<file path="config.mk">
export PLATFORM = sky130hd
export DESIGN_NAME = pipeline_if_gen_flat
export DESIGN_NICKNAME = d
export VERILOG_FILES = /design/src/rtl/pipeline_if_pkg.sv /design/src/rtl/pipeline_if_gen_if.sv /design/src/rtl/if_fifo.sv /design/src/rtl/pipeline_if_gen.sv /design/src/flat_wrapper.sv
export SDC_FILE = /design/constraint.sdc
export NUM_CORES = 1
export LEC_CHECK = 0
export ABC_CLOCK_PERIOD_IN_PS = 12100
export CORE_ASPECT_RATIO = 1.5
export CORE_MARGIN = 10
export CORE_UTILIZATION = 41
export DETAILED_ROUTE_END_ITERATION = 7
export HOLD_SLACK_MARGIN = 0.05
export PLACE_DENSITY = 0.64
export SYNTH_ARGS = -nofsm -noshare
export SYNTH_HDL_FRONTEND = slang
export SYNTH_SLANG_ARGS = --single-unit
</file>
<file path="constraint.sdc">
create_clock -name clk_IF -period 12.1 [get_ports clk_IF]
set_input_delay 1.21 -clock clk_IF [delete_from_list [all_inputs] [get_ports clk_IF]]
set_output_delay 1.21 -clock clk_IF [all_outputs]
set_load 0.02 [all_outputs]
</file>
<file path="src/rtl/pipeline_if_pkg.sv">
`default_nettype none
// ============================================================================
// Module   : pipeline_if_pkg
// Purpose  : Shared defaults and the fetch-entry type for the instruction
//            fetch stage (pipeline_if_gen and its FIFOs).
// Contents : DEF_XLEN, DEF_RESET_PC, DEF_PC_STEP, fetch_entry_t {pc, inst}
// Revision : 1.0 - initial release
// ============================================================================
package pipeline_if_pkg;

  localparam int          DEF_XLEN     = 32;
  localparam logic [31:0] DEF_RESET_PC = 32'h0000_0000;
  localparam int          DEF_PC_STEP  = 4;

  // One fetched instruction together with the address it came from.
  typedef struct packed {
    logic [DEF_XLEN-1:0] pc;
    logic [DEF_XLEN-1:0] inst;
  } fetch_entry_t;

endpackage
`default_nettype wire

</file>
<file path="src/rtl/pipeline_if_gen_if.sv">
`default_nettype none
// ============================================================================
// Module   : pipeline_if_gen_if
// Purpose  : Bundles the instruction-memory request/response bus and the
//            fetch-to-decode valid/ready bus of the fetch stage.
// Modports : master - fetch stage (drives imem_req/addr, id_valid/pc/inst)
//            slave  - environment (drives imem_gnt/rvalid/rdata, id_ready)
// Revision : 1.0 - initial release
// ============================================================================
interface pipeline_if_gen_if
  import pipeline_if_pkg::*;
#(
  parameter int XLEN = DEF_XLEN
);

  logic            imem_req;
  logic [XLEN-1:0] imem_addr;
  logic            imem_gnt;
  logic            imem_rvalid;
  logic [XLEN-1:0] imem_rdata;
  logic            id_valid;
  logic            id_ready;
  logic [XLEN-1:0] id_pc;
  logic [XLEN-1:0] id_inst;

  modport master (
    output imem_req, imem_addr,
    input  imem_gnt, imem_rvalid, imem_rdata,
    output id_valid, id_pc, id_inst,
    input  id_ready
  );

  modport slave (
    input  imem_req, imem_addr,
    output imem_gnt, imem_rvalid, imem_rdata,
    input  id_valid, id_pc, id_inst,
    output id_ready
  );

endinterface
`default_nettype wire

</file>
<file path="src/rtl/if_fifo.sv">
`default_nettype none
// ============================================================================
// Module   : if_fifo
// Purpose  : Small synchronous FIFO with flush and occupancy count.
//            DEPTH must be a power of two (pointers wrap naturally).
// Ports    : clk, rst_n (async, active-low), flush (clears contents,
//            wins over push/pop), push/wdata, pop/rdata (head, show-ahead),
//            count (0..DEPTH)
// Revision : 1.0 - initial release
// ============================================================================
module if_fifo #(
  parameter int DEPTH = 2,
  parameter int WIDTH = 32
) (
  input  wire logic                     clk,
  input  wire logic                     rst_n,
  input  wire logic                     flush,
  input  wire logic                     push,
  input  wire logic [WIDTH-1:0]         wdata,
  input  wire logic                     pop,
  output logic      [WIDTH-1:0]         rdata,
  output logic      [$clog2(DEPTH):0]   count
);

  localparam int AW = $clog2(DEPTH);
  localparam int CW = AW + 1;

  logic [WIDTH-1:0] mem [DEPTH];
  logic [AW-1:0]    wr_ptr;
  logic [AW-1:0]    rd_ptr;
  logic [CW-1:0]    cnt;
  logic             do_push;
  logic             do_pop;

  assign do_pop  = pop && (cnt != '0);
  // A push into a full FIFO is accepted only when a pop frees a slot.
  assign do_push = push && ((cnt != CW'(DEPTH)) || do_pop);

  always_ff @(posedge clk or negedge rst_n) begin
    if (!rst_n) begin
      wr_ptr <= '0;
      rd_ptr <= '0;
      cnt    <= '0;
    end else if (flush) begin
      wr_ptr <= '0;
      rd_ptr <= '0;
      cnt    <= '0;
    end else begin
      if (do_push) wr_ptr <= wr_ptr + AW'(1);
      if (do_pop)  rd_ptr <= rd_ptr + AW'(1);
      case ({do_push, do_pop})
        2'b10:   cnt <= cnt + CW'(1);
        2'b01:   cnt <= cnt - CW'(1);
        default: cnt <= cnt;
      endcase
    end
  end

  // Storage is not reset; consumers qualify rdata with count.
  always_ff @(posedge clk) begin
    if (do_push && !flush) mem[wr_ptr] <= wdata;
  end

  assign rdata = mem[rd_ptr];
  assign count = cnt;

endmodule
`default_nettype wire

</file>
<file path="src/rtl/pipeline_if_gen.sv">
`default_nettype none
// ============================================================================
// Module   : pipeline_if_gen
// Purpose  : Instruction fetch stage. Issues in-order requests to instruction
//            memory under a credit limit, tracks request PCs, buffers returned
//            instructions in a fetch queue and hands them to decode. A
//            redirect reloads the PC, flushes the queue and drops responses
//            still in flight.
// Ports    : clk_IF, rst_IF (async, active-low), en_IF (fetch enable),
//            PCSrc / PC_in_IF (redirect), PC_out_IF (current fetch PC),
//            bus (pipeline_if_gen_if.master: imem_* and id_* signals)
// Revision : 1.0 - initial release
// ============================================================================
module pipeline_if_gen
  import pipeline_if_pkg::*;
#(
  parameter int              XLEN     = DEF_XLEN,
  parameter logic [XLEN-1:0] RESET_PC = XLEN'(DEF_RESET_PC),
  parameter int              PC_STEP  = DEF_PC_STEP,
  parameter int              FQ_DEPTH = 2
) (
  input  wire logic            clk_IF,
  input  wire logic            rst_IF,
  input  wire logic            en_IF,
  input  wire logic            PCSrc,
  input  wire logic [XLEN-1:0] PC_in_IF,
  output logic      [XLEN-1:0] PC_out_IF,
  pipeline_if_gen_if.master    bus
);

  localparam int            CW     = $clog2(FQ_DEPTH) + 1;
  localparam logic [CW:0]   CREDIT = (CW + 1)'(FQ_DEPTH);

  logic [XLEN-1:0]   pc;
  logic              req_held;
  logic              req;
  logic              grant;
  logic              rsp;
  logic              keep;
  logic              credit_ok;
  logic [CW-1:0]     outstanding;
  logic [CW-1:0]     fq_count;
  logic [CW-1:0]     drop_cnt;
  logic [XLEN-1:0]   pend_pc;
  logic [2*XLEN-1:0] fq_head;
  logic              id_valid_w;
  logic              unused_pc_lsbs;

  // Redirect targets are forced word aligned, so the low bits never matter.
  assign unused_pc_lsbs = ^PC_in_IF[1:0];

  // In-flight requests plus queued entries may never exceed the queue depth,
  // which is what keeps the fetch queue from overflowing.
  assign credit_ok = ({1'b0, outstanding} + {1'b0, fq_count}) < CREDIT;

  // A request already presented stays up until granted, independent of
  // en_IF and credit; only a redirect withdraws it. Reset gates it directly
  // so it drops asynchronously.
  assign req   = rst_IF && !PCSrc && (req_held || (en_IF && credit_ok));
  assign grant = req && bus.imem_gnt;

  // Responses with nothing outstanding (e.g. after a reset) are stray.
  assign rsp  = bus.imem_rvalid && (outstanding != '0);
  assign keep = rsp && (drop_cnt == '0);

  always_ff @(posedge clk_IF or negedge rst_IF) begin
    if (!rst_IF) begin
      pc       <= RESET_PC;
      req_held <= 1'b0;
      drop_cnt <= '0;
    end else begin
      req_held <= req && !bus.imem_gnt;
      if (PCSrc) begin
        pc       <= {PC_in_IF[XLEN-1:2], 2'b00};
        // Everything still in flight after this edge belongs to the old path.
        drop_cnt <= outstanding + CW'(grant) - CW'(rsp);
      end else begin
        if (grant) pc <= pc + XLEN'(PC_STEP);
        if (rsp && (drop_cnt != '0)) drop_cnt <= drop_cnt - CW'(1);
      end
    end
  end

  // Pending-PC FIFO: its occupancy is the outstanding-request count.
  if_fifo #(
    .DEPTH (FQ_DEPTH),
    .WIDTH (XLEN)
  ) u_pend_fifo (
    .clk   (clk_IF),
    .rst_n (rst_IF),
    .flush (1'b0),
    .push  (grant),
    .wdata (pc),
    .pop   (rsp),
    .rdata (pend_pc),
    .count (outstanding)
  );

  // Fetch queue: {pc, inst}; a redirect flushes it and overrides push/pop.
  if_fifo #(
    .DEPTH (FQ_DEPTH),
    .WIDTH (2 * XLEN)
  ) u_fetch_q (
    .clk   (clk_IF),
    .rst_n (rst_IF),
    .flush (PCSrc),
    .push  (keep),
    .wdata ({pend_pc, bus.imem_rdata}),
    .pop   (id_valid_w && bus.id_ready),
    .rdata (fq_head),
    .count (fq_count)
  );

  assign id_valid_w    = (fq_count != '0);
  assign bus.id_valid  = id_valid_w;
  assign bus.id_pc     = id_valid_w ? fq_head[2*XLEN-1:XLEN] : '0;
  assign bus.id_inst   = id_valid_w ? fq_head[XLEN-1:0]      : '0;
  assign bus.imem_req  = req;
  assign bus.imem_addr = pc;
  assign PC_out_IF     = pc;

endmodule
`default_nettype wire

</file>
<file path="src/flat_wrapper.sv">
// flat-port wrapper written by rule: the top's interface ports become plain ports
module pipeline_if_gen_flat import pipeline_if_pkg::*;
#(
  parameter int              XLEN     = DEF_XLEN,
  parameter logic [XLEN-1:0] RESET_PC = XLEN'(DEF_RESET_PC),
  parameter int              PC_STEP  = DEF_PC_STEP,
  parameter int              FQ_DEPTH = 2
)
  (clk_IF, rst_IF, en_IF, PCSrc, PC_in_IF, PC_out_IF, bus_imem_req, bus_imem_addr, bus_imem_gnt, bus_imem_rvalid, bus_imem_rdata, bus_id_valid, bus_id_pc, bus_id_inst, bus_id_ready);
  pipeline_if_gen_if #(.XLEN(XLEN)) bus_i ();
  input  wire logic clk_IF;
  input  wire logic rst_IF;
  input  wire logic en_IF;
  input  wire logic PCSrc;
  input  wire logic [XLEN-1:0] PC_in_IF;
  output logic      [XLEN-1:0] PC_out_IF;
  output wire logic [$bits(bus_i.imem_req)-1:0] bus_imem_req;
  output wire logic [$bits(bus_i.imem_addr)-1:0] bus_imem_addr;
  input wire logic [$bits(bus_i.imem_gnt)-1:0] bus_imem_gnt;
  input wire logic [$bits(bus_i.imem_rvalid)-1:0] bus_imem_rvalid;
  input wire logic [$bits(bus_i.imem_rdata)-1:0] bus_imem_rdata;
  output wire logic [$bits(bus_i.id_valid)-1:0] bus_id_valid;
  output wire logic [$bits(bus_i.id_pc)-1:0] bus_id_pc;
  output wire logic [$bits(bus_i.id_inst)-1:0] bus_id_inst;
  input wire logic [$bits(bus_i.id_ready)-1:0] bus_id_ready;
  assign bus_imem_req = bus_i.imem_req;
  assign bus_imem_addr = bus_i.imem_addr;
  assign bus_i.imem_gnt = bus_imem_gnt;
  assign bus_i.imem_rvalid = bus_imem_rvalid;
  assign bus_i.imem_rdata = bus_imem_rdata;
  assign bus_id_valid = bus_i.id_valid;
  assign bus_id_pc = bus_i.id_pc;
  assign bus_id_inst = bus_i.id_inst;
  assign bus_i.id_ready = bus_id_ready;
  pipeline_if_gen #(.XLEN(XLEN), .RESET_PC(RESET_PC), .PC_STEP(PC_STEP), .FQ_DEPTH(FQ_DEPTH)) u_core (.clk_IF(clk_IF), .rst_IF(rst_IF), .en_IF(en_IF), .PCSrc(PCSrc), .PC_in_IF(PC_in_IF), .PC_out_IF(PC_out_IF), .bus(bus_i));
endmodule
</file>
### Yosys cells after proc, flatten, opt, wreduce, memory -nomap -nowiden

Memories as Yosys holds them, arrays and structs flattened.
Index checks and enable logic that the tools add are counted.

| cells by class | value |
|---|---|
| add/subtract/negate cells | 13 |
| mux-type cells | 17 |
| equality and inequality tests | 6 |
| reduce and logical (&&, ||, !) cells | 29 |
| magnitude comparators | 1 |

Operators by type and width:

| cell | count |
|---|---|
| $mux 32 | 4 |
| $add 32x3->32 const B | 1 |
| $reduce_bool 2->1 | 8 |
| $logic_and 1x1->1 | 14 |
| $mux 1 | 8 |
| $pmux 2 s2 | 2 |
| $mux 2 | 3 |
| $sub 2x1->2 const B | 3 |
| $add 1x1->1 const B | 4 |
| $add 2x1->2 const B | 2 |
| $eq 2x1->1 const B | 2 |
| $eq 2x2->1 const B | 2 |
| $ne 2x2->1 const B | 2 |
| $add 2x2->3 | 1 |
| $logic_or 1x1->1 | 3 |
| $lt 3x2->1 const B | 1 |
| $reduce_bool 3->1 | 1 |
| $add 2x1->2 | 1 |
| $logic_not 1->1 | 2 |
| $logic_not 2->1 | 1 |
| $sub 2x1->2 | 1 |

| word-level totals | value |
|---|---|
| output and inout port bits | 130 |
| RAM bits | 192 |
| register bits | 43 |
| memories kept | 2 |
| input bits | 71 |

Memory list:

| memory | words | bits a word | rd ports | clocked after memory_dff | write ports | RTL line | text |
|---|---|---|---|---|---|---|---|
| u_core.u_fetch_q.mem | 2 | 64 | 1 | 0 | 1 | if_fifo.sv:28 | `logic [WIDTH-1:0] mem [DEPTH];` |
| u_core.u_pend_fifo.mem | 2 | 32 | 1 | 0 | 1 | if_fifo.sv:28 |  |

### Longest topological paths before layout

Gate-level depths: netlist of the first run.

| logic depth | value |
|---|---|
| depth after elaboration | 9 |
| depth in mapped cells | 12 |

### Cells and area by module

From an unflattened synthesis of the first run, not the netlist that was laid out.

| second synthesis, totals | value |
|---|---|
| cells, all modules | 678 |
| area total of the unflattened synthesis | 10182.3 sq um |

By module, submodules not included:

| module | times used | sequential area each (sq um) | area an instance (sq um) | cells an instance |
|---|---|---|---|---|
| if_fifo (u_core.u_fetch_q) | 1 | 3943.8 | 4887.2 | 224 |
| pipeline_if_gen | 1 | 825.8 | 2731.4 | 329 |
| if_fifo (u_core.u_pend_fifo) | 1 | 2021.9 | 2563.7 | 125 |

### Worst setup path after synthesis of the first run

No wires, ideal clock.

| timing | value |
|---|---|
| kind | input port to flip-flop |
| from | input bus_imem_rvalid |
| to | memory u_core.u_fetch_q.mem[1][0] (netlist bit) (enable) |
| slack | 5.256 ns |
| setup time | 0.571 ns |
| stages | 4 |
| data arrival time | 6.273 ns |
| buffers on the path | 0 |
| path through | o21ai_1 inv_1 o311ai_1 nor3b_1 |

| between the ends | value |
|---|---|
| word-level cells in the longest chain between the ends | 6 |

RTL lines:

| element | RTL line | text |
|---|---|---|
| from (decl) | flat_wrapper.sv:20 | `input wire logic [$bits(bus_i.imem_rvalid)-1:0] bus_imem_rvalid;` |
| $logic_and 1x1->1 | pipeline_if_gen.sv:63 | `assign rsp = bus.imem_rvalid && (outstanding != '0);` |
| $logic_and 1x1->1 | pipeline_if_gen.sv:64 | `assign keep = rsp && (drop_cnt == '0);` |
| $logic_and 1x1->1 | if_fifo.sv:37 | `assign do_push = push && ((cnt != CW'(DEPTH)) \|\| do_pop);` |
| $logic_and 1x1->1 | if_fifo.sv:61 | `if (do_push && !flush) mem[wr_ptr] <= wdata;` |
| $mux 1 | if_fifo.sv:61 |  |
| $mux 1 (implied by the code) | if_fifo.sv:61 |  |
| to (decl) | if_fifo.sv:28 |  |

Every way passes these cells.

### Worst setup path in the final report of the first run

| timing | value |
|---|---|
| from | input rst_IF |
| to | output bus_imem_req |

| between the ends | value |
|---|---|
| word-level cells in the longest chain between the ends | 2 |

RTL lines:

| element | RTL line | text |
|---|---|---|
| from (decl) | flat_wrapper.sv:12 | `input wire logic rst_IF;` |
| $logic_and 1x1->1 (2 in a row) | pipeline_if_gen.sv:59 | `assign req = rst_IF && !PCSrc && (req_held \|\| (en_IF && credit_ok));` |
| to (decl) | flat_wrapper.sv:17 | `output wire logic [$bits(bus_i.imem_req)-1:0] bus_imem_req;` |

Every way passes these cells.

==> flow_metrics.py, run 1 <==
metrics = {
    "cts": {
        "cts_resized": 0,
        "clock-root-buffer": "clkbuf_16",
        "cts_setup_buffers": 0,
        "cts_buffers": 22,
        "clock_sink_count": 225,
        "cts_tree": "yes",
        "cts.reportedPaths.clkPinSlew_ps": 60,
        "clockBufferDepth": 3,
        "clock_latency_ps": 490,
        "h-tree-depth": 1,
        "holdBufCountCts": 0,
    },
    "logic_synthesis": {
        "synthAdderAreaFrac": 0.00865,
        "synth_common_cells": "184 x edfxtp_1, 85 x nor2_1, 65 x mux2i_1",
        "netlist_instances": 666,
        "yosys.area.top_type_share": 0.578,
        "ys_types": 53,
        "synth_area_leaders": "edfxtp_1 58%, dfrtp_1 11%, mux2i_1 6.8%, mux2_2 3.7%, nor2_1 3.3%",
        "synth-edff-count": 184,
        "synth-main-ff-cell": "edfxtp_1",
        "muxShareOfSynthArea": 0.105,
        "ys_seq_area_frac": 0.686,
        "yosys_register_bits": 225,
        "avgSynthCellArea_sq_um": 14.3,
        "synth_top_family_by_area": "multiplexers",
        "synth-simple-area-share": 0.0904,
        "synthXorXnorAreaFrac": 0.0229,
        "netlist_area_sq_um": 9550,
        "ys_warn_count": 0,
        "yosysTopAreaCell": "edfxtp_1",
        "yosysMostFrequentCell": "edfxtp_1",
        "async_reset_ff_frac": 0.182,
        "synth_compound_area_frac": 0.0386,
    },
    "sta": {
        "skew_ps": 13.7,
        "finalMaxSlewViolations": 0,
        "worst_pin_slew_ps": 1170,
        "max_freq_mhz": 251,
        "slew-limit-headroom": 0.218,
        "post-route-period-util": 0.330,
        "setup_viol_count_final": 0,
        "setup_tns_ps": 0,
        "hold_ws_ps": 550,
        "rsz0062_at_grt": "no",
        "period_needed_ps": 3990,
        "final_hold_viol_count": 0,
    },
    "grt": {
        "grt_antenna_before_repair": 0,
        "grt_pass1_wl_microns": 34500,
        "grt_overflow": 0,
        "grt_max_degree": 64,
        "grt_pass1_vias": 6106,
        "track_usage": 0.146,
    },
    "layout": {
        "stdcell_count": 1125,
        "syn_to_final_growth_pct": 27.9,
        "fin_util": 0.532,
        "drive_gt1_frac": 0.114,
        "nets": 906,
        "n_antenna_cell": 0,
        "fill_cells": 1932,
    },
    "power_and_ir_drop": {
        "p_switching_uw": 548,
        "p_total_mw": 2.03,
        "pwr_density_cell_nw_per_um2": 167,
        "p_comb_frac": 0.194,
        "p_leak_nw": 4.08,
        "intPower_mw": 1.49,
        "clkPwrFrac": 0.324,
        "switching_share": 0.269,
        "vdd_drop_max_v": 0.000100,
        "seq_power_share": 0.482,
    },
    "worst_setup_path": {
        "cp-end-kind": "primary output",
        "cp.arrival_ps": 2780,
        "ff2ff_setup_slack_ps": 8670,
        "critical_path.max_fanout": 42,
        "critPathRequiredTime_ps": 10890,
        "startpoint_type": "input pin",
        "path_class": "input pin to primary output",
    },
    "place": {
        "dp_cells": 1085,
        "place.gp.congestion": 0.781,
        "portBuffers": 192,
        "dp_hpwl_microns": 15500,
    },
    "detailed_routing": {
        "dr_total_vias": 5738,
        "dr.pass1.iters": 4,
        "drtIter0Drc": 307,
        "routed_wl_microns": 22700,
        "via_per_inst": 5.10,
        "drc": 0,
        "postRouteAntennaNets": 0,
        "wl_per_cell_microns": 20.1,
    },
    "floorplanning": {
        "core_area_sq_um": 23000,
        "initial_utilization": 0.416,
        "dieArea_sq_um": 29900,
        "io_pins": 201,
        "die_width_microns": 145,
        "die_y_microns": 207,
        "rows": 68,
    },
    "run": {
        "cap_violations": 0,
    },
    "min_path": {
        "hold_class": "flop to flop",
    },
    "status": {
        "status": "completed",
    },
}
==> worst max-delay path: stages <==
cell	delay [ps]
buf_2	70
buf_4	470
nor2b_1	250
o21a_1	160
clkdlybuf4s50_1	600
==> sequential cells by signal, indices dropped and copies added, names as in the netlist <==
name	flops
u_core.u_pend_fifo.mem	60
u_core.u_pend_fifo.wr_ptr	1
u_core.req_held	1
u_core.drop_cnt	2
u_core.u_pend_fifo.count	2
u_core.u_pend_fifo.rd_ptr	1
u_core.u_fetch_q.mem	124
u_core.PC_out_IF	30
u_core.u_fetch_q.rd_ptr	1
u_core.u_fetch_q.wr_ptr	1
u_core.u_fetch_q.count	2
==> logic make-up after synthesis <==
kind of cell | Yosys count
xor gates and xnor gates | 25
AOI/OAI and AO/OA | 56
adders and majority gates | 6
other | 1
muxes | 96
DFF | 225
and+or+nand+nor | 177
buffers and inverters | 80
==> through the flow <==
step	setup slack, ps	area (sq um)
after floorplan	5260	9570
after global placement	8060	11500
after detailed placement	7960	11500
after CTS	8060	12200
after global routing	7940	12200
final	8110	12200
==> layer usage <==
layer | track usage | wire length (microns)
met1 | 0.167 | 8670
met2 | 0.274 | 12500
met3 | 0.0266 | 1200
met4 | 0.0358 | 327
met5 | 0 | 0
==> final cells by class <==
class | count | area, sq um | share of cell area
Sequential cell | 225 | 6560 | 0.537
Multi-Input combinational cell | 366 | 2590 | 0.212
Timing Repair Buffer | 198 | 1960 | 0.160
Clock buffer | 28 | 614 | 0.0503
Tap cell | 280 | 350 | 0.0287
Clock inverter | 12 | 92.6 | 0.00758
Inverter | 16 | 60.1 | 0.00492
==> worst paths after layout <==
kind	startpoint	to	cells past startpoint
hold / removal	u_core.u_pend_fifo.wr_ptr	u_core.u_pend_fifo.wr_ptr	1
min in group asynchronous	rst_IF	u_core.PC_out_IF[27]	2
max in group asynchronous	rst_IF	u_core.u_fetch_q.rd_ptr	2
hold reg to reg	u_core.u_pend_fifo.wr_ptr	u_core.u_pend_fifo.wr_ptr	1
setup / recovery	rst_IF	bus_imem_req	5
setup reg to reg	u_core.u_pend_fifo.count[0]	u_core.u_pend_fifo.mem[0][18]	6
==> cell usage in the layout (no fill, tap or decap), drive strengths merged, types with 3 or more instances in the layout <==
cell / instances
clkdlybuf4s50: 190
edfxtp: 184
nor2: 85
mux2i: 65
dfrtp: 41
nand2: 33
mux2: 31
clkbuf: 28
o21ai: 25
xnor2: 19
inv: 17
nor3: 11
nand3: 10
nor4: 10
a21oi: 9
clkinv: 8
buf: 8
xor2: 6
conb: 6
and3: 6
and4: 6
ha: 5
nand4: 5
nor2b: 4
a311oi: 4
and2: 3
==> power by group through the flow <==
| stage | clock [mW] | sequential (mW) | combinational, mW |
|---|---|---|---|
| after floorplan | 0 | 0.973 | 0.258 |
| after global placement | 0 | 0.992 | 0.390 |
| after detailed placement | 0 | 0.997 | 0.399 |
| after CTS | 0.675 | 0.981 | 0.402 |
| after global routing | 0.707 | 0.989 | 0.427 |
| final | 0.660 | 0.980 | 0.395 |
(Power assumes the default switching activity.)
==> run 2: changes to the inputs <==
--- a/config.mk
+++ b/config.mk
@@ -5,7 +5,7 @@
 export SDC_FILE = /design/constraint.sdc
 export NUM_CORES = 1
 export LEC_CHECK = 0
-export ABC_CLOCK_PERIOD_IN_PS = 12100
+export ABC_CLOCK_PERIOD_IN_PS = 3700
 export CORE_ASPECT_RATIO = 1.5
 export CORE_MARGIN = 10
 export CORE_UTILIZATION = 41
==> constraint.sdc (replaced) <==
create_clock -name clk_IF -period 3.7 [get_ports clk_IF]
set_input_delay 0.37 -clock clk_IF [delete_from_list [all_inputs] [get_ports clk_IF]]
set_output_delay 0.37 -clock clk_IF [all_outputs]
set_load 0.02 [all_outputs]
==> flow_metrics.py, run 2 (synthesis gave the netlist of run 1 again) <==
metrics = {
    "status": {
        "status": "completed",
    },
    "sta": {
        "rsz0062_at_grt": "no",
        "finalMaxSlewViolations": 0,
        "setup_tns_ps": 0,
        "worst_pin_slew_ps": 798,
        "slew-limit-headroom": 0.462,
        "post-route-period-util": 0.886,
        "period_needed_ps": 3280,
        "skew_ps": 12.6,
        "max_freq_mhz": 305,
        "setup_viol_count_final": 0,
        "final_hold_viol_count": 0,
    },
    "run": {
        "cap_violations": 0,
    },
    "floorplanning": {
        "die_width_microns": 145,
        "rows": 68,
        "die_y_microns": 207,
        "core_area_sq_um": 23000,
        "dieArea_sq_um": 29900,
        "initial_utilization": 0.416,
        "io_pins": 201,
    },
    "grt": {
        "grt_pass1_wl_microns": 35300,
        "grt_overflow": 0,
        "grt_antenna_before_repair": 0,
        "track_usage": 0.149,
        "grt_max_degree": 64,
        "grt_pass1_vias": 6353,
    },
    "cts": {
        "clock_latency_ps": 490,
        "clockBufferDepth": 3,
        "cts_tree": "yes",
        "cts.reportedPaths.clkPinSlew_ps": 70,
        "cts_resized": 0,
        "cts_buffers": 22,
        "h-tree-depth": 1,
        "clock_sink_count": 225,
        "cts_setup_buffers": 0,
        "clock-root-buffer": "clkbuf_16",
    },
    "worst_setup_path": {
        "rr_worst_depth": 11,
        "path_class": "flop to flop",
        "cp.arrival_ps": 3630,
        "worst_path_largest_cell_delay_ps": 470,
        "cp.depth": 11,
        "ff2ff_setup_slack_ps": 420,
        "crit_chain": "and2_1 -> fa_1 -> nor3b_1 -> o211a_2 -> inv_2 -> ha_1 -> inv_1 -> ha_1 -> xor2_1 -> xnor2_1 -> a21oi_1",
        "cp_common_cell": "ha_1",
        "r2r_start": "u_core.u_pend_fifo.count[0]",
        "path_buf_inv": 2,
        "slowest_stage": "dfrtp_1",
        "critPathRequiredTime_ps": 4060,
        "cp_top_family": "adder cells",
        "cp-end-kind": "flop",
        "startpoint_type": "flop",
        "reg2reg_to": "u_core.drop_cnt[1]",
        "critical_path.max_fanout": 27,
    },
    "detailed_routing": {
        "dr_total_vias": 5856,
        "via_per_inst": 5.18,
        "drc": 0,
        "drtIter0Drc": 281,
        "dr.pass1.iters": 4,
        "postRouteAntennaNets": 0,
        "wl_per_cell_microns": 20.4,
        "routed_wl_microns": 23000,
    },
    "power_and_ir_drop": {
        "pwr_density_cell_nw_per_um2": 544,
        "p_leak_nw": 4.13,
        "p_total_mw": 6.72,
        "vdd_drop_max_v": 0.000380,
    },
    "min_path": {
        "worstHoldStart": "PCSrc",
        "hold_class": "input pin to flop",
        "hold_depth": 4,
        "hold_end": "u_core.req_held",
    },
    "layout": {
        "largest_reg_flops": 124,
        "syn_to_final_growth_pct": 29.3,
        "regMostFlops": "u_core.u_fetch_q.mem",
        "most-common-layout-cells": "190 x clkdlybuf4s50_1, 184 x edfxtp_1, 82 x nor2_1",
        "final_common_cell": "clkdlybuf4s50_1",
        "fin_util": 0.538,
        "drive_gt1_frac": 0.116,
        "fill_cells": 1882,
        "nets": 912,
        "n_antenna_cell": 0,
    },
    "place": {
        "portBuffers": 192,
        "dp_hpwl_microns": 15800,
        "place.gp.congestion": 0.838,
    },
}
[run 2: cell types whose count changed in the layout (fill, tap and decap cells not counted)]
cell	previous run	this run
clkinv_4	0	1
nor3b_2	1	0
clkbuf_1	3	6
nor3_4	0	1
clkinvlp_4	2	0
buf_12	0	5
dlygate4sd3_1	0	1
clkinv_1	1	0
bufinv_16	1	2
nor3b_4	0	1
clkbuf_8	2	1
nor3_2	1	0
inv_6	1	0
[run 2: power breakdown]
group | internal [mW] | switching, mW | total, mW | leakage [nW]
combinational | 0.645 | 0.707 | 1.35 | 1.62
clock | 1.30 | 0.894 | 2.20 | 0.357
sequential | 2.98 | 0.189 | 3.17 | 2.15
[run 2: how the worst max path moves through the flow]
stage	start	to	slack, ps
finish	u_core.u_pend_fifo.count[0]	u_core.drop_cnt[1]	420
floorplan	u_core.u_pend_fifo.count[0]	u_core.u_pend_fifo.mem[0][10]	170
global route	u_core.u_pend_fifo.count[0]	u_core.drop_cnt[1]	130
detailed placement	u_core.u_pend_fifo.count[0]	u_core.drop_cnt[1]	450
CTS	u_core.u_pend_fifo.count[0]	u_core.drop_cnt[1]	430
global placement	u_core.u_pend_fifo.count[0]	u_core.drop_cnt[1]	540
[run 2: cell type report]
type,count,area [sq um],area share
clock buffer,30,612,0.0495
inverter,16,60.1,0.00486
tap,280,350,0.0284
clock inverter,10,104,0.00841
sequential,225,6560,0.531
timing repair buffer,204,2070,0.167
multi-input combinational,366,2600,0.211
[run 2: through the flow]
step	worst slack, ps	std cells	hold WS, ps	instance area, sq um
2_1_floorplan	170	671	74.4	9590
3_3_place_gp	541	1090	462	11600
3_5_place_dp	450	1090	471	11600
4_1_cts	432	1131	264	12300
5_1_grt	132	1131	287	12300
6_report	422	1131	274	12300
[run 2: repair_timing]
item,4_1_cts,5_1_grt
hold buffers,1,0
endpoints found under the hold margin,41,0
endpoints found under the setup margin,0,0
[run 2: worst register-to-register path: stages (launching register included)]
cell and delay [ps]:
dfrtp_1 470, and2_1 190, fa_1 440, nor3b_1 300, o211a_2 450, inv_2 310
ha_1 380, inv_1 40, ha_1 170, xor2_1 170, xnor2_1 140, a21oi_1 80
[run 2: routing by layer]
layer	vias to the layer above	GRT usage	share of wire
met1	2898	0.163	0.37
li1	2737	-	-
met5	-	0	0
met3	36	0.0295	0.059
met4	0	0.0496	0.022
met2	185	0.279	0.54
==> run 3: changes to the inputs <==
--- a/config.mk
+++ b/config.mk
@@ -5,13 +5,16 @@
 export SDC_FILE = /design/constraint.sdc
 export NUM_CORES = 1
 export LEC_CHECK = 0
-export ABC_CLOCK_PERIOD_IN_PS = 3700
+export ABC_CLOCK_PERIOD_IN_PS = 2800
+export CELL_PAD_IN_SITES_DETAIL_PLACEMENT = 2
+export CELL_PAD_IN_SITES_GLOBAL_PLACEMENT = 2
 export CORE_ASPECT_RATIO = 1.5
 export CORE_MARGIN = 10
-export CORE_UTILIZATION = 41
+export CORE_UTILIZATION = 32
 export DETAILED_ROUTE_END_ITERATION = 7
 export HOLD_SLACK_MARGIN = 0.05
-export PLACE_DENSITY = 0.64
+export PLACE_DENSITY = 0.75
+export RECOVER_POWER = 50
 export SYNTH_ARGS = -nofsm -noshare
 export SYNTH_HDL_FRONTEND = slang
 export SYNTH_SLANG_ARGS = --single-unit
==> constraint.sdc (replaced) <==
create_clock -name clk_IF -period 2.8 [get_ports clk_IF]
set_input_delay 0.28 -clock clk_IF [delete_from_list [all_inputs] [get_ports clk_IF]]
set_output_delay 0.28 -clock clk_IF [all_outputs]
set_load 0.02 [all_outputs]
==> flow_metrics.py, run 3 (synthesis gave the netlist of run 1 again) <==
metrics = {
    "sta": {
        "setup_viol_count_final": 0,
        "setup_tns_ps": 0,
        "worst_pin_slew_ps": 1230,
        "post-route-period-util": 0.931,
        "hold_ws_ps": 221,
        "slew-limit-headroom": 0.169,
        "max_freq_mhz": 384,
        "skew_ps": 15.2,
        "period_needed_ps": 2610,
        "rsz0062_at_grt": "no",
        "final_hold_viol_count": 0,
        "finalMaxSlewViolations": 0,
    },
    "detailed_routing": {
        "drc": 0,
        "drtIter0Drc": 269,
        "dr_total_vias": 6037,
        "routed.top_layer": "met4",
        "postRouteAntennaNets": 0,
        "wl_met1_microns": 10600,
        "wl_per_cell_microns": 21.9,
        "dr.pass1.iters": 6,
        "routed_wl_microns": 28000,
        "dr_wl_met3_microns": 1280,
        "via_per_inst": 4.74,
        "wl_met2_microns": 15700,
    },
    "cts": {
        "clock_latency_ps": 520,
        "cts.reportedPaths.clkPinSlew_ps": 70,
        "cts_buffers": 24,
        "cts_tree": "yes",
        "cts_setup_buffers": 0,
        "clock-root-buffer": "clkbuf_16",
        "clock_sink_count": 225,
        "clockBufferDepth": 3,
        "h-tree-depth": 1,
    },
    "worst_setup_path": {
        "crit_chain": "and2_1 -> fa_1 -> nor3b_2 -> o21a_1 -> dlygate4sd2_1",
        "slowest_stage": "fa_1",
        "worst_path_largest_cell_delay_ps": 460,
        "cp.arrival_ps": 2330,
        "cp-end-kind": "primary output",
        "critical_path.max_fanout": 2,
        "path_class": "flop to primary output",
        "critPathRequiredTime_ps": 2520,
        "startpoint_type": "flop",
    },
    "power_and_ir_drop": {
        "clkPwrFrac": 0.363,
        "vdd_drop_max_v": 0.000354,
        "p_leak_nw": 4.33,
        "pwr_density_cell_nw_per_um2": 741,
        "intPower_mw": 6.89,
        "p_switching_mw": 2.59,
        "seq_power_share": 0.433,
        "p_total_mw": 9.48,
        "switching_share": 0.273,
        "p_comb_frac": 0.204,
    },
    "floorplanning": {
        "dieArea_sq_um": 37300,
        "die_width_microns": 161,
        "io_pins": 201,
        "die_y_microns": 232,
        "initial_utilization": 0.324,
        "core_area_sq_um": 29500,
        "rows": 77,
    },
    "status": {
        "status": "completed",
    },
    "layout": {
        "fill_cells": 2964,
        "syn_to_final_growth_pct": 33.9,
        "largest_reg_flops": 124,
        "nets": 938,
        "fin_util": 0.434,
        "most-common-layout-cells": "184 x edfxtp_1, 102 x clkdlybuf4s50_1, 88 x dlygate4sd3_1",
        "drive_gt1_frac": 0.104,
        "regMostFlops": "u_core.u_fetch_q.mem",
        "n_antenna_cell": 0,
        "final_common_cell": "edfxtp_1",
        "stdcell_count": 1274,
    },
    "grt": {
        "grt_overflow": 0,
        "track_usage": 0.148,
        "grt_antenna_before_repair": 0,
        "grt_max_degree": 63,
        "grt_pass1_wl_microns": 43200,
        "grt_pass1_vias": 6957,
    },
    "place": {
        "portBuffers": 192,
        "dp_hpwl_microns": 19800,
        "place.gp.congestion": 0.772,
        "dp_cells": 1229,
    },
    "run": {
        "cap_violations": 0,
    },
    "min_path": {
        "hold_class": "input pin to flop",
    },
}
run 3: final timing paths:
check                      slack (ps)                      start  cells after the start                        end
hold reg to reg                   470  u_core.u_pend_fifo.rd_ptr                      1  u_core.u_pend_fifo.rd_ptr
setup / recovery                  190  u_core.u_fetch_q.count[0]                      5               bus_imem_req
hold / removal                    220                      PCSrc                      4            u_core.req_held
setup reg to reg                  200  u_core.u_fetch_q.count[0]                      9       u_core.PC_out_IF[19]
min in group asynchronous         700                     rst_IF                      3       u_core.PC_out_IF[25]
max in group asynchronous        1270                     rst_IF                      3    u_core.u_fetch_q.rd_ptr
run 3: metrics by stage:
stage	cell area (sq um)	setup WS, ps
floorplan	9620	-279
global placement	12000	200
detailed placement	12000	45.3
CTS	12900	108
global route	12800	21.5
finish	12800	193
run 3: layout make-up:
class / count / area, sq um / share of cell area
clock inverters: 14 / 200 / 0.0156
repair buffers: 228 / 2220 / 0.173
inverters: 16 / 60.1 / 0.00469
flip-flops and latches: 225 / 6560 / 0.512
well taps: 395 / 494 / 0.0386
clock buffers: 30 / 654 / 0.0511
multi-input cells: 366 / 2610 / 0.204
run 3: worst max-delay path, delay by kind of cell, from the launching register on:
kind | cells | cell delay, ps
flip-flops | 1 | 390
buffers and inverters | 1 | 350
AO/OA/AOI/OAI | 1 | 180
adder cells (fa/ha/maj) | 1 | 460
AND/OR/NAND/NOR | 2 | 440
run 3: what timing repair did:
item	CTS	global route
gates resized for setup	2	1
setup endpoints to repair	1	1
hold buffers	1	0
hold endpoints to repair	41	0
run 3: routing by layer:
layer	global-route usage	vias to the layer above
met1	0.162	3087
li1	-	2786
met2	0.283	136
met4	0.0359	0
met3	0.0287	28
met5	0	-
run 3: power by group through the flow:
stage	Clock (mW)	Combinational (mW)	Sequential [mW]
2_1_floorplan	0	1.14	4.20
3_3_place_gp	0	1.99	4.16
3_5_place_dp	0	2.06	4.18
4_1_cts	3.54	2.08	4.12
5_1_grt	3.66	2.12	4.14
6_report	3.45	1.93	4.11
